### src/rtl/mgmt_qspi_host.sv
// -----------------------------------------------------------------------------
// mgmt_qspi_host
//
// Quad-SPI host that issues one management transaction per command to the
// management bridge's QSPI device port. A frame carries an opcode byte
// (0x02 write, 0x0B read), a 24-bit address and a 16-bit data word. All fields
// are sent as MSB-first nibbles on four lines. A read inserts DUMMY_CYCLES
// turnaround SCK periods, with the DQ bus released, before the device returns
// the data. The SPI mode is 0: SCK idles low, the host changes DQ only while
// SCK is low, and it samples on the rising edge.
//
// Ports
//   clk, rst_n      core clock; asynchronous active-low reset
//   cmd_valid/ready request handshake; accepted when both are high
//   cmd_write       1 = write, 0 = read
//   cmd_addr        24-bit bus address
//   cmd_wdata       16-bit write data
//   rsp_valid       one-cycle completion pulse (same cycle cs_n rises)
//   rsp_rdata       read data (0x0000 for writes), held until next rsp_valid
//   qspi_sck        serial clock, idles low
//   qspi_cs_n       chip select, active low
//   qspi_dq_out     DQ drive value
//   qspi_dq_oe      DQ output enable
//   qspi_dq_in      DQ sampled value, already synchronised to clk
// -----------------------------------------------------------------------------
module mgmt_qspi_host #(
    parameter int unsigned CLK_DIV      = 4,  // clk cycles per SCK half-period (1..255)
    parameter int unsigned DUMMY_CYCLES = 8,  // turnaround SCK periods on reads
    parameter int unsigned CS_GAP       = 8   // minimum clk cycles cs_n stays high
) (
    input  logic        clk,
    input  logic        rst_n,
    input  logic        cmd_valid,
    output logic        cmd_ready,
    input  logic        cmd_write,
    input  logic [23:0] cmd_addr,
    input  logic [15:0] cmd_wdata,
    output logic        rsp_valid,
    output logic [15:0] rsp_rdata,
    output logic        qspi_sck,
    output logic        qspi_cs_n,
    output logic [3:0]  qspi_dq_out,
    output logic        qspi_dq_oe,
    input  logic [3:0]  qspi_dq_in
);

    typedef enum logic [2:0] {
        ST_IDLE,
        ST_SELECT,
        ST_SHIFT_OUT,
        ST_TURN,
        ST_SHIFT_IN,
        ST_HOLD,
        ST_DESELECT,
        ST_GAP
    } state_t;

    localparam logic [7:0]  OP_WRITE  = 8'h02;
    localparam logic [7:0]  OP_READ   = 8'h0B;
    localparam logic [15:0] DIV_LAST  = 16'(CLK_DIV - 1);
    localparam bit          HAS_GAP   = (CS_GAP > 1);
    localparam logic [15:0] GAP_LAST  = HAS_GAP ? 16'(CS_GAP - 2) : 16'd0;
    localparam bit          HAS_TURN  = (DUMMY_CYCLES > 0);
    localparam logic [7:0]  TURN_LAST = HAS_TURN ? 8'(DUMMY_CYCLES - 1) : 8'd0;
    localparam logic [7:0]  WR_LAST   = 8'd11;  // opcode + address + data nibbles, minus one
    localparam logic [7:0]  RD_LAST   = 8'd7;   // opcode + address nibbles, minus one
    localparam logic [7:0]  IN_LAST   = 8'd3;   // four read-data nibbles, minus one

    state_t      state_q,    state_d;
    logic [15:0] cnt_q,      cnt_d;       // half-period / gap counter
    logic [7:0]  nib_q,      nib_d;       // SCK period index within the current state
    logic        is_write_q, is_write_d;
    logic [47:0] frame_q,    frame_d;     // outgoing nibbles still to be driven, MSB first
    logic [15:0] rdata_sh_q, rdata_sh_d;
    logic        sck_q,      sck_d;
    logic        cs_n_q,     cs_n_d;
    logic        oe_q,       oe_d;
    logic [3:0]  dq_q,       dq_d;
    logic        ready_q,    ready_d;
    logic        rsp_valid_q, rsp_valid_d;
    logic [15:0] rsp_rdata_q, rsp_rdata_d;

    logic        phase_end;
    logic [7:0]  out_last;
    logic [7:0]  opcode;

    assign phase_end = (cnt_q == DIV_LAST);
    assign out_last  = is_write_q ? WR_LAST : RD_LAST;
    assign opcode    = cmd_write ? OP_WRITE : OP_READ;

    // Every SCK period inside SHIFT_OUT / TURN / SHIFT_IN is a high half
    // followed by a low half. The rise that opens a period is issued when
    // the previous low half (or SELECT) ends, so a state change always lands
    // on a low-half boundary and no SCK edge is lost or doubled.
    always_comb begin
        // NOTE: every signal gets its hold value first so no path through the
        // case statement can leave one unassigned and infer a latch.
        state_d     = state_q;
        cnt_d       = cnt_q;
        nib_d       = nib_q;
        is_write_d  = is_write_q;
        frame_d     = frame_q;
        rdata_sh_d  = rdata_sh_q;
        sck_d       = sck_q;
        cs_n_d      = cs_n_q;
        oe_d        = oe_q;
        dq_d        = dq_q;
        ready_d     = ready_q;
        rsp_valid_d = 1'b0;
        rsp_rdata_d = rsp_rdata_q;

        unique case (state_q)
            ST_IDLE: begin
                ready_d = 1'b1;
                if (cmd_valid && ready_q) begin
                    state_d    = ST_SELECT;
                    ready_d    = 1'b0;
                    cs_n_d     = 1'b0;
                    oe_d       = 1'b1;
                    is_write_d = cmd_write;
                    dq_d       = opcode[7:4];
                    frame_d    = {opcode[3:0], cmd_addr, cmd_wdata, 4'h0};
                    rdata_sh_d = 16'h0000;
                    cnt_d      = 16'd0;
                    nib_d      = 8'd0;
                end
            end

            ST_SELECT: begin
                if (phase_end) begin
                    cnt_d   = 16'd0;
                    sck_d   = 1'b1;
                    state_d = ST_SHIFT_OUT;
                end else begin
                    cnt_d = cnt_q + 16'd1;
                end
            end

            ST_SHIFT_OUT: begin
                if (!phase_end) begin
                    cnt_d = cnt_q + 16'd1;
                end else begin
                    cnt_d = 16'd0;
                    if (sck_q) begin
                        sck_d = 1'b0;
                        if (nib_q == out_last) begin
                            // Last nibble sampled: release the bus for the
                            // read turnaround or the write's closing hold.
                            oe_d = 1'b0;
                            dq_d = 4'h0;
                        end else begin
                            dq_d    = frame_q[47:44];
                            frame_d = {frame_q[43:0], 4'h0};
                        end
                    end else if (nib_q == out_last) begin
                        nib_d = 8'd0;
                        if (is_write_q) begin
                            state_d = ST_HOLD;
                        end else if (HAS_TURN) begin
                            state_d = ST_TURN;
                            sck_d   = 1'b1;
                        end else begin
                            state_d    = ST_SHIFT_IN;
                            sck_d      = 1'b1;
                            rdata_sh_d = {rdata_sh_q[11:0], qspi_dq_in};
                        end
                    end else begin
                        nib_d = nib_q + 8'd1;
                        sck_d = 1'b1;
                    end
                end
            end

            ST_TURN: begin
                if (!phase_end) begin
                    cnt_d = cnt_q + 16'd1;
                end else begin
                    cnt_d = 16'd0;
                    if (sck_q) begin
                        sck_d = 1'b0;
                    end else if (nib_q == TURN_LAST) begin
                        // This rise opens the first data period: sample now.
                        nib_d      = 8'd0;
                        state_d    = ST_SHIFT_IN;
                        sck_d      = 1'b1;
                        rdata_sh_d = {rdata_sh_q[11:0], qspi_dq_in};
                    end else begin
                        nib_d = nib_q + 8'd1;
                        sck_d = 1'b1;
                    end
                end
            end

            ST_SHIFT_IN: begin
                if (!phase_end) begin
                    cnt_d = cnt_q + 16'd1;
                end else begin
                    cnt_d = 16'd0;
                    if (sck_q) begin
                        sck_d = 1'b0;
                    end else if (nib_q == IN_LAST) begin
                        nib_d   = 8'd0;
                        state_d = ST_HOLD;
                    end else begin
                        nib_d      = nib_q + 8'd1;
                        sck_d      = 1'b1;
                        rdata_sh_d = {rdata_sh_q[11:0], qspi_dq_in};
                    end
                end
            end

            ST_HOLD: begin
                if (phase_end) begin
                    cnt_d       = 16'd0;
                    state_d     = ST_DESELECT;
                    cs_n_d      = 1'b1;
                    rsp_valid_d = 1'b1;
                    rsp_rdata_d = is_write_q ? 16'h0000 : rdata_sh_q;
                end else begin
                    cnt_d = cnt_q + 16'd1;
                end
            end

            ST_DESELECT: begin
                cnt_d = 16'd0;
                if (HAS_GAP) begin
                    state_d = ST_GAP;
                end else begin
                    state_d = ST_IDLE;
                    ready_d = 1'b1;
                end
            end

            ST_GAP: begin
                if (cnt_q == GAP_LAST) begin
                    cnt_d   = 16'd0;
                    state_d = ST_IDLE;
                    ready_d = 1'b1;
                end else begin
                    cnt_d = cnt_q + 16'd1;
                end
            end

            default: begin
                state_d = ST_IDLE;
                ready_d = 1'b1;
                cs_n_d  = 1'b1;
                sck_d   = 1'b0;
                oe_d    = 1'b0;
            end
        endcase
    end

    // All pin-side outputs come straight from flops so SCK, CS_N and DQ are
    // glitch-free; the asynchronous reset parks the bus within the cycle.
    always_ff @(posedge clk or negedge rst_n) begin
        if (!rst_n) begin
            state_q     <= ST_IDLE;
            cnt_q       <= 16'd0;
            nib_q       <= 8'd0;
            is_write_q  <= 1'b0;
            frame_q     <= 48'h0;
            rdata_sh_q  <= 16'h0000;
            sck_q       <= 1'b0;
            cs_n_q      <= 1'b1;
            oe_q        <= 1'b0;
            dq_q        <= 4'h0;
            ready_q     <= 1'b1;
            rsp_valid_q <= 1'b0;
            rsp_rdata_q <= 16'h0000;
        end else begin
            // NOTE: non-blocking assignments so every flop samples the values
            // from before this edge regardless of statement order.
            state_q     <= state_d;
            cnt_q       <= cnt_d;
            nib_q       <= nib_d;
            is_write_q  <= is_write_d;
            frame_q     <= frame_d;
            rdata_sh_q  <= rdata_sh_d;
            sck_q       <= sck_d;
            cs_n_q      <= cs_n_d;
            oe_q        <= oe_d;
            dq_q        <= dq_d;
            ready_q     <= ready_d;
            rsp_valid_q <= rsp_valid_d;
            rsp_rdata_q <= rsp_rdata_d;
        end
    end

    assign cmd_ready   = ready_q;
    assign rsp_valid   = rsp_valid_q;
    assign rsp_rdata   = rsp_rdata_q;
    assign qspi_sck    = sck_q;
    assign qspi_cs_n   = cs_n_q;
    assign qspi_dq_out = dq_q;
    assign qspi_dq_oe  = oe_q;

endmodule

### config.mk
export PLATFORM = sky130hd
export DESIGN_NAME = mgmt_qspi_host
export DESIGN_NICKNAME = d
export VERILOG_FILES = /design/src/rtl/mgmt_qspi_host.sv
export SDC_FILE = /design/constraint.sdc
export NUM_CORES = 1
export LEC_CHECK = 0
export CAP_MARGIN = 25
export CORE_MARGIN = 4
export CORE_UTILIZATION = 50
export DETAILED_ROUTE_END_ITERATION = 8
export PLACE_DENSITY = 0.73
export SLEW_MARGIN = 40
export SYNTH_ARGS = -nofsm -noshare
export SYNTH_HDL_FRONTEND = slang
export SYNTH_SLANG_ARGS = --single-unit
### constraint.sdc
create_clock -name clk -period 3.22 [get_ports clk]
set_clock_uncertainty 0.05 [all_clocks]
set_input_delay 0.644 -clock clk [delete_from_list [all_inputs] [get_ports clk]]
set_output_delay 0.644 -clock clk [all_outputs]
set_load 0.05 [all_outputs]
==> Word level (Yosys, flattened, before mapping) <==
Cells that the tools add are included.
{ "classes": {"eq_ne": 28, "n_bitwise": 0, "shift": 0, "addsub": 2, "div_mod_pow": 0, "magnitude_cmp": 0, "n_reduce_logical": 20, "mul": 0, "mux": 73} }
{ "ops": {"columns": ["operator", "count"], "rows": [
  ["$mux W48", 4],
  ["$mux W16", 10],
  ["$pmux W48 S2", 1],
  ["$mux W8", 10],
  ["$pmux W16 S4", 1],
  ["$pmux W16 S3", 1],
  ["$mux W3", 14],
  ["$ne A2 B2 Y1 const B", 16],
  ["$pmux W8 S4", 1],
  ["$mux W4", 6],
  ["$pmux W3 S8", 1],
  ["$mux W1", 19],
  ["$add A16 B1 Y16 const B", 1],
  ["$eq A16 B2 Y1 const B", 1],
  ["$eq A16 B3 Y1 const B", 1],
  ["$reduce_and A8 Y1", 2],
  ["$reduce_and A5 Y1", 3],
  ["$reduce_and A13 Y1", 1],
  ["$eq A3 B3 Y1 const B", 4],
  ["$add A8 B1 Y8 const B", 1],
  ["$eq A8 B2 Y1 const B", 1],
  ["$eq A8 B3 Y1 const B", 1],
  ["$eq A8 B4 Y1", 1],
  ["$pmux W4 S2", 1],
  ["other kinds (13)", 21]
]} }
{ "totals": {"ram_bits": 0, "inputBits": 48, "wordCells": 136, "memories": 0, "out_inout_bits": 25, "latchBits": 0, "ff_bits": 117, "romBits": 0} }

==> Depth between registers and ports, before layout <==
{ "depth": {"word_depth": 6, "ltp_mapped": 9, "depth_no_buf": 7} }

==> Least setup slack after synthesis <==
Ideal clock, no wire load.
{ "synth_timing": {"path_kind": "register to register", "startpoint": "reg sck_q (netlist: qspi_sck)", "endpoint": "reg frame_q[4]", "path_buffers": 1, "arrival_time_ns": 2.109, "required_time_ns": 3.049, "setup_slack_ns": 0.940, "stages_incl_launch_ff": 7, "setup_time_ns": 0.121, "synth_period_minus_slack_ns": 2.280, "cell_sequence": "dfrtp_1 > clkbuf_1 > inv_1 > or2_1 > a211oi_2 > o21ai_1 > a22o_1"} }
{ "synth_via": {"elab_chain_cells": 2} }
{ "synth_rtl": {"columns": ["element", "line_no", "rtl"], "rows": [
  ["start: declaration", "75", "logic sck_q, sck_d;"],
  ["start signal: assignment", "280", "sck_q <= sck_d;"],
  ["$ne A2 B2 Y1 (no source line)", null, null],
  ["$reduce_and A5 Y1 (no source line)", null, null],
  ["end signal: assignment", "278", "frame_q <= frame_d;"],
  ["end: declaration", "73", "logic [47:0] frame_q, frame_d;"]
]} }
Every way passes these cells.
A chain may end at the register's enable or synchronous reset.

==> Worst setup path after layout <==
{ "layout_timing": {"startpoint": "reg cnt_q[9]", "endpoint": "reg cnt_q[11]"} }
{ "layout_via": {"elab_chain_cells": 3, "elab_cells_between_ends": 6, "cone_classes": "1 x add/sub; 2 x eq/ne; 3 x mux"} }
{ "layout_rtl": {"columns": ["element", "line_no", "rtl"], "rows": [
  ["start: declaration", "70", "logic [15:0] cnt_q, cnt_d;"],
  ["start signal: assignment", "275", "cnt_q <= cnt_d;"],
  ["$add A16 B1 Y16, or another cell as far along", null, null],
  ["$mux W16, on equally long branches", null, null],
  ["$pmux W16 S4 (*)", "112", "unique case (state_q)"]
]} }
Mark *: on every way between the ends. The rest lies on a longest branch, timed or not.

==> summary.txt <==
Timing
  • Post-route setup TNS: 0 ns
  • Fin crit share: 0.849
  • Slew @ Worst Pin: 0.732 ns
  • Final Hold Viols: 0
  • Slew Limit Headroom: 0.510
  • Final setup viols: 0
  • Max Freq: 366 MHz
  • Fin. max-slew vios: 0
  • Unrepaired setup endpoints after global routing: false
  • Final WS setup: approximately 0.5 ns
  • Hold slack: 0.107 ns
  • Fin crit period: 2.73 ns

Synthesis
  • Synth area leaders: dfrtp_1 52%, mux2i_1 7.1%, nand2_1 5.2%
  • Syn Area/Cell: 9.93 sq um
  • Post-synth top area cell: dfrtp_1
  • Register area share after synthesis: 0.529
  • Mapped Area: 5350 sq um
  • Flops & latches, synth: 113
  • Top_reg_cell synth: dfrtp_1
  • Mapped Nets: 590
  • Synth unique cells: 56
  • Post-synth EDFFs: 0
  • Synth warn: 0
  • Post-synth ARST share: 1.00
  • Synthesized netlist cell count: 539
  • Synth top area share: 0.519

Clock network
  • Num CTS Buffers: 17
  • PostCTS Resize Cnt: 0
  • Maximum root-to-sink buffer count: 2
  • CTS root buffer: clkbuf_8
  • Hold buffers post-CTS: 0
  • # clock sinks: roughly 110
  • Clock-pin transition on the worst setup and hold timing paths: 0.05 ns
  • CTS tree: done
  • Worst-skew pair later-pin latency: 0.51 ns
  • CTS HTree Levels: 4
  • Post-CTS setup buffer count: 0

Floorplanning
  • # rows: 37
  • Initial core utilization: 0.516
  • I/O Pins: between 70 and 80
  • Die ar.: around 12000 sq um
  • Core box area: 10400 sq um
  • Die span in x: between 100 and 150 um
  • Chip height: 111 um

Global route
  • GRT Total Usage: 0.197
  • Largest net degree at the start of global routing: 78
  • Antenna violations before repair: 0
  • First-pass GRT wire length: 20200 um
  • GRT overflow: 0
  • Vias in the first global route: 4320

Detailed routing
  • Via-to-Cell Ratio: 5.63
  • WL/cell: 15.5 um
  • Highest metal used: met4
  • Routed wl met3: 775 um
  • Detailed Routing Iterations Pass 1: 5
  • Remaining DRCs: 0
  • DR WL met2: between 5000 and 6000 um
  • Met1 wire length: 5030 um
  • Routed vias: 4284
  • Drt total wl: approximately 12000 um
  • Post-DRT Antenna Nets: 0
  • Initial DRC Count: 323

Power
  • Worst VDD drop: 0.392 mV
  • Pleak: 3.14 nW
  • PwrDens: 525 nW/um^2

Final layout
  • Sequential cell area: 2830 sq um
  • Multi-input logic area: around 2400 sq um
  • Final-stage net count: 663
  • ANT cells: 0
  • Area Overhead vs Synth: 29.0%
  • Post-layout util: 0.666
  • Non-Filler Instances: between 700 and 800
  • Share of layout cells above drive strength 1: 0.0816
  • Fill count: roughly 830

Critical path
  • Crit path kind: flip-flop to flip-flop
  • Critical path startpoint category: flip-flop
  • Worst Path Required: 3.53 ns
  • WP data arrival: 3.04 ns
  • Worst-path fanout max: 11
  • Worst Setup End Kind: flip-flop

Placement
  • Place WS: 0.422 ns
  • Placed Cells: 729
  • Placer Congestion: 0.865
  • PortBufs: 72
  • Hpwl dp: 7990 um

Min path
  • Min-Delay Path Class: input port to async pin

Status
  • Status: finished, final reports clean

Run
  • Number of max-cap violations: 0
[layer usage]
layer | vias up | global-route usage
met2 | 144 | 0.329
met3 | 14 | 0.0576
li1 | 2064 | -
met1 | 2062 | 0.249
met4 | 0 | 0.0616
met5 | - | 0
[area by class of cell]
class,instances,share of cell area
Inverter,6,0.00326
Timing Repair Buffer,85,0.124
Tap cell,136,0.0246
Clock buffer,22,0.0671
Multi-Input combinational cell,389,0.342
Sequential cell,113,0.410
Clock inverter,10,0.0295
[logic make-up (layout without fill, tap and decap cells)]
| family | after synthesis | count (layout) | synth area share |
|---|---|---|---|
| AND/OR/NAND/NOR | 215 | 215 | 0.187 |
| AO/OA/AOI/OAI | 122 | 122 | 0.156 |
| flip-flops | 113 | 113 | 0.529 |
| multiplexers | 38 | 38 | 0.0711 |
| buffers and inverters | 37 | 123 | 0.0311 |
| XOR/XNOR | 11 | 11 | 0.0180 |
| adder cells (fa/ha/maj) | 3 | 3 | 0.00702 |
[power by group]
part / switching, mW / internal (mW) / total (mW)
clock: 0.628 / 1.47 / 2.10
combinational: 0.0443 / 0.0602 / 0.104
sequential: 0 / 1.42 / 1.42
[cell usage after synthesis (7+ instances only)]
cell	n
dfrtp_1	111
nand2_1	74
nor2_1	66
a21oi_1	53
mux2i_1	38
a22o_1	25
nand3_1	16
nand3b_1	16
clkbuf_1	14
buf_2	10
xor2_1	9
and3_1	8
o21ai_0	7
[stage by stage]
stage / power (mW) / area [sq um]
after global placement: 1.55 / 6240
after global routing: 3.74 / 6900
final: 3.63 / 6900
after CTS: 3.67 / 6900
after floorplan: 1.46 / 5350
after detailed placement: 1.55 / 6240
[final timing paths]
check	start	to	slack, ns	cells after the start
worst min register to register	rsp_rdata[11]$_DFFE_PN0P_	rsp_rdata[11]$_DFFE_PN0P_	0.41	2
worst max-delay path	cnt_q[9]$_DFFE_PN0N_	cnt_q[11]$_DFFE_PN0N_	0.49	6
worst max register to register	cnt_q[9]$_DFFE_PN0N_	cnt_q[11]$_DFFE_PN0N_	0.49	6
worst min-delay path	rst_n	cnt_q[11]$_DFFE_PN0N_	0.11	1
min in group clk	rsp_rdata[11]$_DFFE_PN0P_	rsp_rdata[11]$_DFFE_PN0P_	0.41	2
max in group asynchronous	rst_n	qspi_cs_n$_DFFE_PN1P_	2.28	2
[worst max-delay path, cell delays in order (launching register included)]
cell,delay [ns]
dfrtp_1,0.42
nor4_1,0.41
nand4_1,0.22
o2111ai_1,0.47
nand2_1,0.26
nor2_1,0.63
nor2_1,0.12
[placed cells by master (no fill, tap or decap), types with 6 or more instances in the layout]
cell and instances:
nor2_1 65, a21oi_1 53, nand3_1 16, and3_1 8
clkbuf_16 16, nand2_1 74, xor2_1 9, inv_1 6
nor3_1 6, mux2i_1 38, a22o_1 25, o21ai_0 7
dfrtp_1 111, nand3b_1 16, buf_4 11, bufinv_16 6
clkdlybuf4s50_1 71
[registers in the layout, indices dropped and copies added (netlist names), 3 cells and up]
signal	count
frame_q	44
cnt_q	16
rdata_sh_q	16
rsp_rdata	16
nib_q	8
qspi_dq_out	4
state_q	3
Note: power is estimated with default switching activity, not from simulation.
